File: config.mk
export PLATFORM = sky130hd
export DESIGN_NAME = board_keeper
export DESIGN_NICKNAME = d
export VERILOG_FILES = /design/src/rtl/ttt_pkg.sv /design/src/rtl/key_edge_sync.sv /design/src/rtl/board_keeper.sv
export SDC_FILE = /design/constraint.sdc
export NUM_CORES = 1
export LEC_CHECK = 0
export CORE_ASPECT_RATIO = 1.25
export CORE_MARGIN = 2
export CORE_UTILIZATION = 40
export CTS_CLUSTER_SIZE = 20
export DETAILED_ROUTE_END_ITERATION = 6
export GPL_TIMING_DRIVEN = 0
export PLACE_DENSITY_LB_ADDON = 0.1
export SLEW_MARGIN = 20
export SYNTH_ARGS = -nofsm -noshare
export SYNTH_HDL_FRONTEND = slang
export SYNTH_SLANG_ARGS = --single-unit
export TNS_END_PERCENT = 100
File: constraint.sdc
create_clock -name clock -period 2.5 [get_ports clock]
set_input_delay 0.5 -clock clock [delete_from_list [all_inputs] [get_ports clock]]
set_output_delay 0.5 -clock clock [all_outputs]
set_load 0.005 [all_outputs]
File: src/rtl/ttt_pkg.sv
// Shared tic-tac-toe types and board helpers.
// Squares are bit indices 0..8 of a 9-bit board vector.
package ttt_pkg;

    localparam int SQUARES = 9;

    typedef enum logic [2:0] {
        PLAYER_TURN,
        CHECK_X,
        BOT_WAIT,
        CHECK_O,
        WIN_X,
        WIN_O,
        DRAW,
        FAULT
    } gameState_t;

    function automatic logic line_win(input logic [8:0] board);
        return (&board[8:6]) | (&board[5:3]) | (&board[2:0]) |
               (board[8] & board[5] & board[2]) |
               (board[7] & board[4] & board[1]) |
               (board[6] & board[3] & board[0]) |
               (board[8] & board[4] & board[0]) |
               (board[6] & board[4] & board[2]);
    endfunction

    function automatic logic square_free(input logic [8:0] xs, input logic [8:0] os,
                                         input logic [3:0] idx);
        if (idx > 4'd8) return 1'b0;
        return ~(xs[idx] | os[idx]);
    endfunction

endpackage

File: src/rtl/key_edge_sync.sv
// Two-flop synchronizer with rising-edge detect for a push-button level.
// Flops reset high so a key held through reset never produces an edge.
module key_edge_sync (
    input  logic clock,
    input  logic reset,
    input  logic keyLevel,
    output logic keyEdge
);

    logic key_s1;
    logic key_s2;
    logic key_prev;

    always_ff @(posedge clock) begin
        if (reset) begin
            key_s1   <= 1'b1;
            key_s2   <= 1'b1;
            key_prev <= 1'b1;
        end else begin
            key_s1   <= keyLevel;
            key_s2   <= key_s1;
            key_prev <= key_s2;
        end
    end

    assign keyEdge = key_s2 & ~key_prev;

endmodule

File: src/rtl/board_keeper.sv
// Turn sequencer and sole owner of the X/O board registers.
//   state       | meaning
//   PLAYER_TURN | waiting for a player key edge
//   CHECK_X     | evaluate win/draw after the X move
//   BOT_WAIT    | bot_req high, waiting for generator ack
//   CHECK_O     | evaluate win/draw after the O move
//   WIN_X/WIN_O | terminal, a line was completed
//   DRAW        | terminal, board full with no line
//   FAULT       | terminal, generator returned an illegal square
module board_keeper
    import ttt_pkg::*;
(
    input  logic       clock,
    input  logic       reset,
    input  logic [3:0] move_square,
    input  logic       move_key,
    output logic       bot_req,
    input  logic       bot_ack,
    input  logic [3:0] bot_square,
    output logic [8:0] xs,
    output logic [8:0] os,
    output logic [3:0] move_count,
    output logic       player_won,
    output logic       computer_won,
    output logic       game_draw,
    output logic       illegal_move,
    output logic       bot_error
);

    gameState_t state, stateNext;
    logic [8:0] xsNext, osNext;
    logic [3:0] countNext;
    logic       playerWonNext, computerWonNext, drawNext, illegalNext, botErrorNext;
    logic       keyEdge;

    key_edge_sync keySync (
        .clock    (clock),
        .reset    (reset),
        .keyLevel (move_key),
        .keyEdge  (keyEdge)
    );

    always_ff @(posedge clock) begin
        if (reset) begin
            state        <= PLAYER_TURN;
            xs           <= '0;
            os           <= '0;
            move_count   <= '0;
            player_won   <= 1'b0;
            computer_won <= 1'b0;
            game_draw    <= 1'b0;
            illegal_move <= 1'b0;
            bot_error    <= 1'b0;
        end else begin
            state        <= stateNext;
            xs           <= xsNext;
            os           <= osNext;
            move_count   <= countNext;
            player_won   <= playerWonNext;
            computer_won <= computerWonNext;
            game_draw    <= drawNext;
            illegal_move <= illegalNext;
            bot_error    <= botErrorNext;
        end
    end

    always_comb begin
        stateNext       = state;
        xsNext          = xs;
        osNext          = os;
        countNext       = move_count;
        playerWonNext   = player_won;
        computerWonNext = computer_won;
        drawNext        = game_draw;
        illegalNext     = 1'b0;
        botErrorNext    = bot_error;
        case (state)
            PLAYER_TURN: begin
                if (keyEdge) begin
                    if (square_free(xs, os, move_square)) begin
                        xsNext    = xs | (9'd1 << move_square);
                        countNext = move_count + 4'd1;
                        stateNext = CHECK_X;
                    end else begin
                        illegalNext = 1'b1;
                    end
                end
            end
            CHECK_X: begin
                if (line_win(xs)) begin
                    stateNext     = WIN_X;
                    playerWonNext = 1'b1;
                end else if (move_count == 4'(SQUARES)) begin
                    stateNext = DRAW;
                    drawNext  = 1'b1;
                end else begin
                    stateNext = BOT_WAIT;
                end
            end
            // Key edges arriving here are dropped; only the generator reply matters.
            BOT_WAIT: begin
                if (bot_ack) begin
                    if (square_free(xs, os, bot_square)) begin
                        osNext    = os | (9'd1 << bot_square);
                        countNext = move_count + 4'd1;
                        stateNext = CHECK_O;
                    end else begin
                        botErrorNext = 1'b1;
                        stateNext    = FAULT;
                    end
                end
            end
            CHECK_O: begin
                if (line_win(os)) begin
                    stateNext       = WIN_O;
                    computerWonNext = 1'b1;
                end else if (move_count == 4'(SQUARES)) begin
                    stateNext = DRAW;
                    drawNext  = 1'b1;
                end else begin
                    stateNext = PLAYER_TURN;
                end
            end
            default: ;
        endcase
    end

    assign bot_req = (state == BOT_WAIT);

    boardsDisjoint: assert property (@(posedge clock) disable iff (reset)
        (xs & os) == 9'd0);
    countMatches: assert property (@(posedge clock) disable iff (reset)
        move_count == 4'($countones(xs) + $countones(os)));

endmodule
==> insert_results.sql <==
INSERT INTO impl_metrics (metric_group, metric, value, unit) VALUES
('floorplanning', 'die_w', '61.95', 'um'),
('placed_design', 'dp_hpwl', '3462', 'um'),
('status', 'status', 'finished clean', ''),
('global_route', 'grt_start_max_net_pins', '11', ''),
('floorplanning', 'floorplan.die_area', '4735', 'um^2'),
('finish', 'syn_to_final_growth', '33.08', '%'),
('timing', 'grt_setup_unrepaired', 'no', ''),
('detailed_routing', 'drtAntennaViolNets', '0', ''),
('placed_design', 'gp_congestion', '0.8348', ''),
('clock_tree', 'clockBufferDepth', '2', ''),
('setup_path', 'worst-path-buf-inv', '2', ''),
('logic_synthesis', 'post_synth.cell_area_avg', '8.480', 'um^2'),
('detailed_routing', 'remaining_drc_errors', '0', ''),
('timing', 'finalHoldViolations', '0', ''),
('clock_tree', 'clk-insertion-delay-late', '280', 'ps'),
('worst_hold_path', 'hp-class', 'register to register', ''),
('setup_path', 'timing.critical_path.from_type', 'input pin', ''),
('global_route', 'grtUsageTotal', '0.2162', ''),
('logic_synthesis', 'yosys_register_bits', '33', ''),
('detailed_routing', 'detail_route.first_pass.iterations', '4', ''),
('power_and_ir_drop', 'static_power_due_to_leakage', '0.7838', 'nW'),
('finish', 'layout_filler_cell_count', '409', ''),
('global_route', 'grt_antenna_before_repair', '0', ''),
('power_and_ir_drop', 'power.sequential.fraction', '0.449', ''),
('global_route', 'first_pass_grt_wire_length', '7762', 'um'),
('logic_synthesis', 'ys_top_cells_by_area', 'dfxtp_1, nor2_1, a21oi_1, inv_1, a22oi_1', ''),
('detailed_routing', 'viasPerCell', '5.668', ''),
('detailed_routing', 'detail_route.wl_per_cell', '15.60', 'um'),
('setup_path', 'critical_path_required', '2710', 'ps'),
('timing', 'worst-slew-pin-transition', '644.6', 'ps'),
('logic_synthesis', 'ys_dominant_reg_cell', 'dfxtp_1', ''),
('floorplanning', 'die_y', '76.44', 'um'),
('global_route', 'grt_pass1_vias', '1619', ''),
('clock_tree', 'root_buffer', 'clkbuf_8', ''),
('logic_synthesis', 'net_count_after_synthesis', '212', ''),
('global_route', 'overflow', '0', ''),
('placed_design', 'numPortBuffers', '36', ''),
('detailed_routing', 'routed-via-count', '1706', ''),
('setup_path', 'crit_chain', 'dlygate4sd2_1 -> buf_6 -> or4_1 -> o311a_1 -> a2bb2o_4 -> nor3b_4 -> or4b_1 -> a21oi_1', ''),
('setup_path', 'worst-r2r-setup-slack', '190', 'ps'),
('power_and_ir_drop', 'combinational_power_share', '0.274', ''),
('clock_tree', 'htree_num_levels', '2', ''),
('timing', 'finalSetupViolations', '0', ''),
('logic_synthesis', 'synth.yosys.seq_area_share', '0.3934', ''),
('setup_path', 'crit_type', 'input pin to register', ''),
('logic_synthesis', 'post_synthesis_instance_area', '1679', 'um^2'),
('floorplanning', 'core', '4066', 'um^2'),
('logic_synthesis', 'asyncSetResetFlopFracSynth', '0', ''),
('clock_tree', 'tritoncts', 'done', ''),
('timing', 'layout_min_cycle_time', '2393', 'ps'),
('timing', 'worst_slew_margin_rel', '0.5642', ''),
('setup_path', 'endpoint_kind', 'register', ''),
('logic_synthesis', 'synthesis.yosys.warnings', '0', ''),
('floorplanning', 'initial_core_util', '0.4129', ''),
('finish', 'drive_gt1_frac', '0.1184', ''),
('power_and_ir_drop', 'power_dissipated_by_switching_net_loads', '0.4269', 'mW'),
('finish', 'fin_nets', '258', ''),
('setup_path', 'slowest_stage_delay_on_critical_path', '460', 'ps'),
('clock_tree', 'postCtsHoldBufs', '0', ''),
('finish', 'layoutNonFillerInstCount', '301', ''),
('setup_path', 'worst_ep_arrival_time', '2610', 'ps'),
('power_and_ir_drop', 'p_sw_frac', '0.3103', ''),
('timing', 'max_freq', '0.4179', 'GHz'),
('clock_tree', 'cts_sinks', '33', ''),
('power_and_ir_drop', 'internal_power', '0.9489', 'mW'),
('floorplanning', 'io_pins', '40', ''),
('job', 'maxCapViolations', '0', ''),
('logic_synthesis', 'netlist.top_cell.by_area', 'dfxtp_1', ''),
('clock_tree', 'tritoncts.num_buffers', '5', ''),
('setup_path', 'cp_max_fo', '10', ''),
('power_and_ir_drop', 'p_per_area', '615.6', 'nW/um^2');
[synthesized netlist by cell type (all sizes together) (4+ instances only)]
master and n:
a21oi 16, a22o 4, a22oi 6, a31oi 5
buf 4, dfxtp 33, inv 15, nand2 6
nand3 5, nor2 31, nor3 5, o21ai 6
o22ai 7
[power by group through the flow]
stage          Sequential, mW  Clock [mW]  Combinational, mW
4_1_cts                 0.617       0.388              0.369
3_3_place_gp            0.629           0              0.344
2_1_floorplan           0.619           0              0.225
6_report                0.617       0.382              0.377
5_1_grt                 0.627       0.410              0.426
3_5_place_dp            0.628           0              0.348
[final timing paths]
check / to / startpoint / cells after the start
worst min-delay path: keySync.key_s2$_SDFF_PP1_ / keySync.key_s1$_SDFF_PP1_ / 1
worst max-delay path: move_count[3]$_SDFFE_PP0P_ / bot_square[1] / 8
worst min register to register: keySync.key_s2$_SDFF_PP1_ / keySync.key_s1$_SDFF_PP1_ / 1
worst max register to register: move_count[3]$_SDFFE_PP0P_ / os[8]$_SDFFE_PP0P_ / 6
[layout by cell type (no fill, tap or decap), types with 2 or more instances in the layout]
cell / count
nor2b_1: 3
a31oi_1: 5
inv_1: 14
dlygate4sd2_1: 3
nand2_1: 6
clkbuf_8: 5
ha_1: 2
a21oi_1: 16
dfxtp_1: 33
nor2_1: 31
buf_6: 4
clkdlybuf4s50_1: 33
o21ai_0: 4
nand2b_1: 3
and3_1: 3
a211oi_1: 2
a22oi_1: 6
or4b_1: 3
clkbuf_1: 6
o32ai_1: 2
or2_2: 3
o22a_1: 2
o311a_1: 2
nand4_1: 2
or4_1: 2
nand3_1: 5
buf_4: 3
o22ai_1: 7
nor3_1: 5
a22o_2: 3
[cell families after synthesis]
group | count (synthesis) | synth area share
fa+ha+maj | 2 | 0.01490
mux | 1 | 0.01341
compound gates | 61 | 0.2563
flops | 33 | 0.3934
simple gates | 78 | 0.2556
buf+inv | 23 | 0.06631
[area by class of cell]
class,instances,area (um^2),area share
plain buffers,8,65.06,0.02912
clock buffers,8,80.08,0.03583
inverters,15,56.30,0.02520
multi-input cells,142,923.4,0.4132
flip-flops and latches,33,660.6,0.2956
well taps,56,70.07,0.03136
repair buffers,39,379.1,0.1697
[routing by layer]
metal	share of wire	global-route usage	wire length (um)
met5	0	0	0
met4	0.025	0.08723	118
met3	0.045	0.04754	210
met2	0.49	0.3490	2301
met1	0.44	0.2679	2064
[metrics by stage]
| stage | power (mW) | instance area (um^2) | hold WS [ps] | setup TNS, ps | setup slack (ps) |
|---|---|---|---|---|---|
| floorplan | 0.8439 | 1679 | 389.5 | 0 | 173.1 |
| global placement | 0.9734 | 2110 | 394.0 | -1701 | -479.4 |
| detailed placement | 0.9765 | 2110 | 401.7 | -1522 | -483.0 |
| CTS | 1.374 | 2222 | 415.0 | 0 | 62.42 |
| global route | 1.462 | 2235 | 438.3 | 0 | 29.51 |
| finish | 1.376 | 2235 | 419.5 | 0 | 107.3 |
[sequential cells by signal (all words and copies together), names as in the netlist]
register          count
bot_error             1
computer_won          1
game_draw             1
illegal_move          1
keySync.key_prev      1
keySync.key_s1        1
keySync.key_s2        1
move_count            4
os                    9
player_won            1
state                 3
xs                    9
[timing repair]
item | CTS | global route
gates cloned | 0 | 0
pin swaps | 3 | 0
gates resized for setup | 7 | 3
setup endpoints to repair | 1 | 2
setup buffers | 3 | 0
Power figures use the tool's default switching activity.
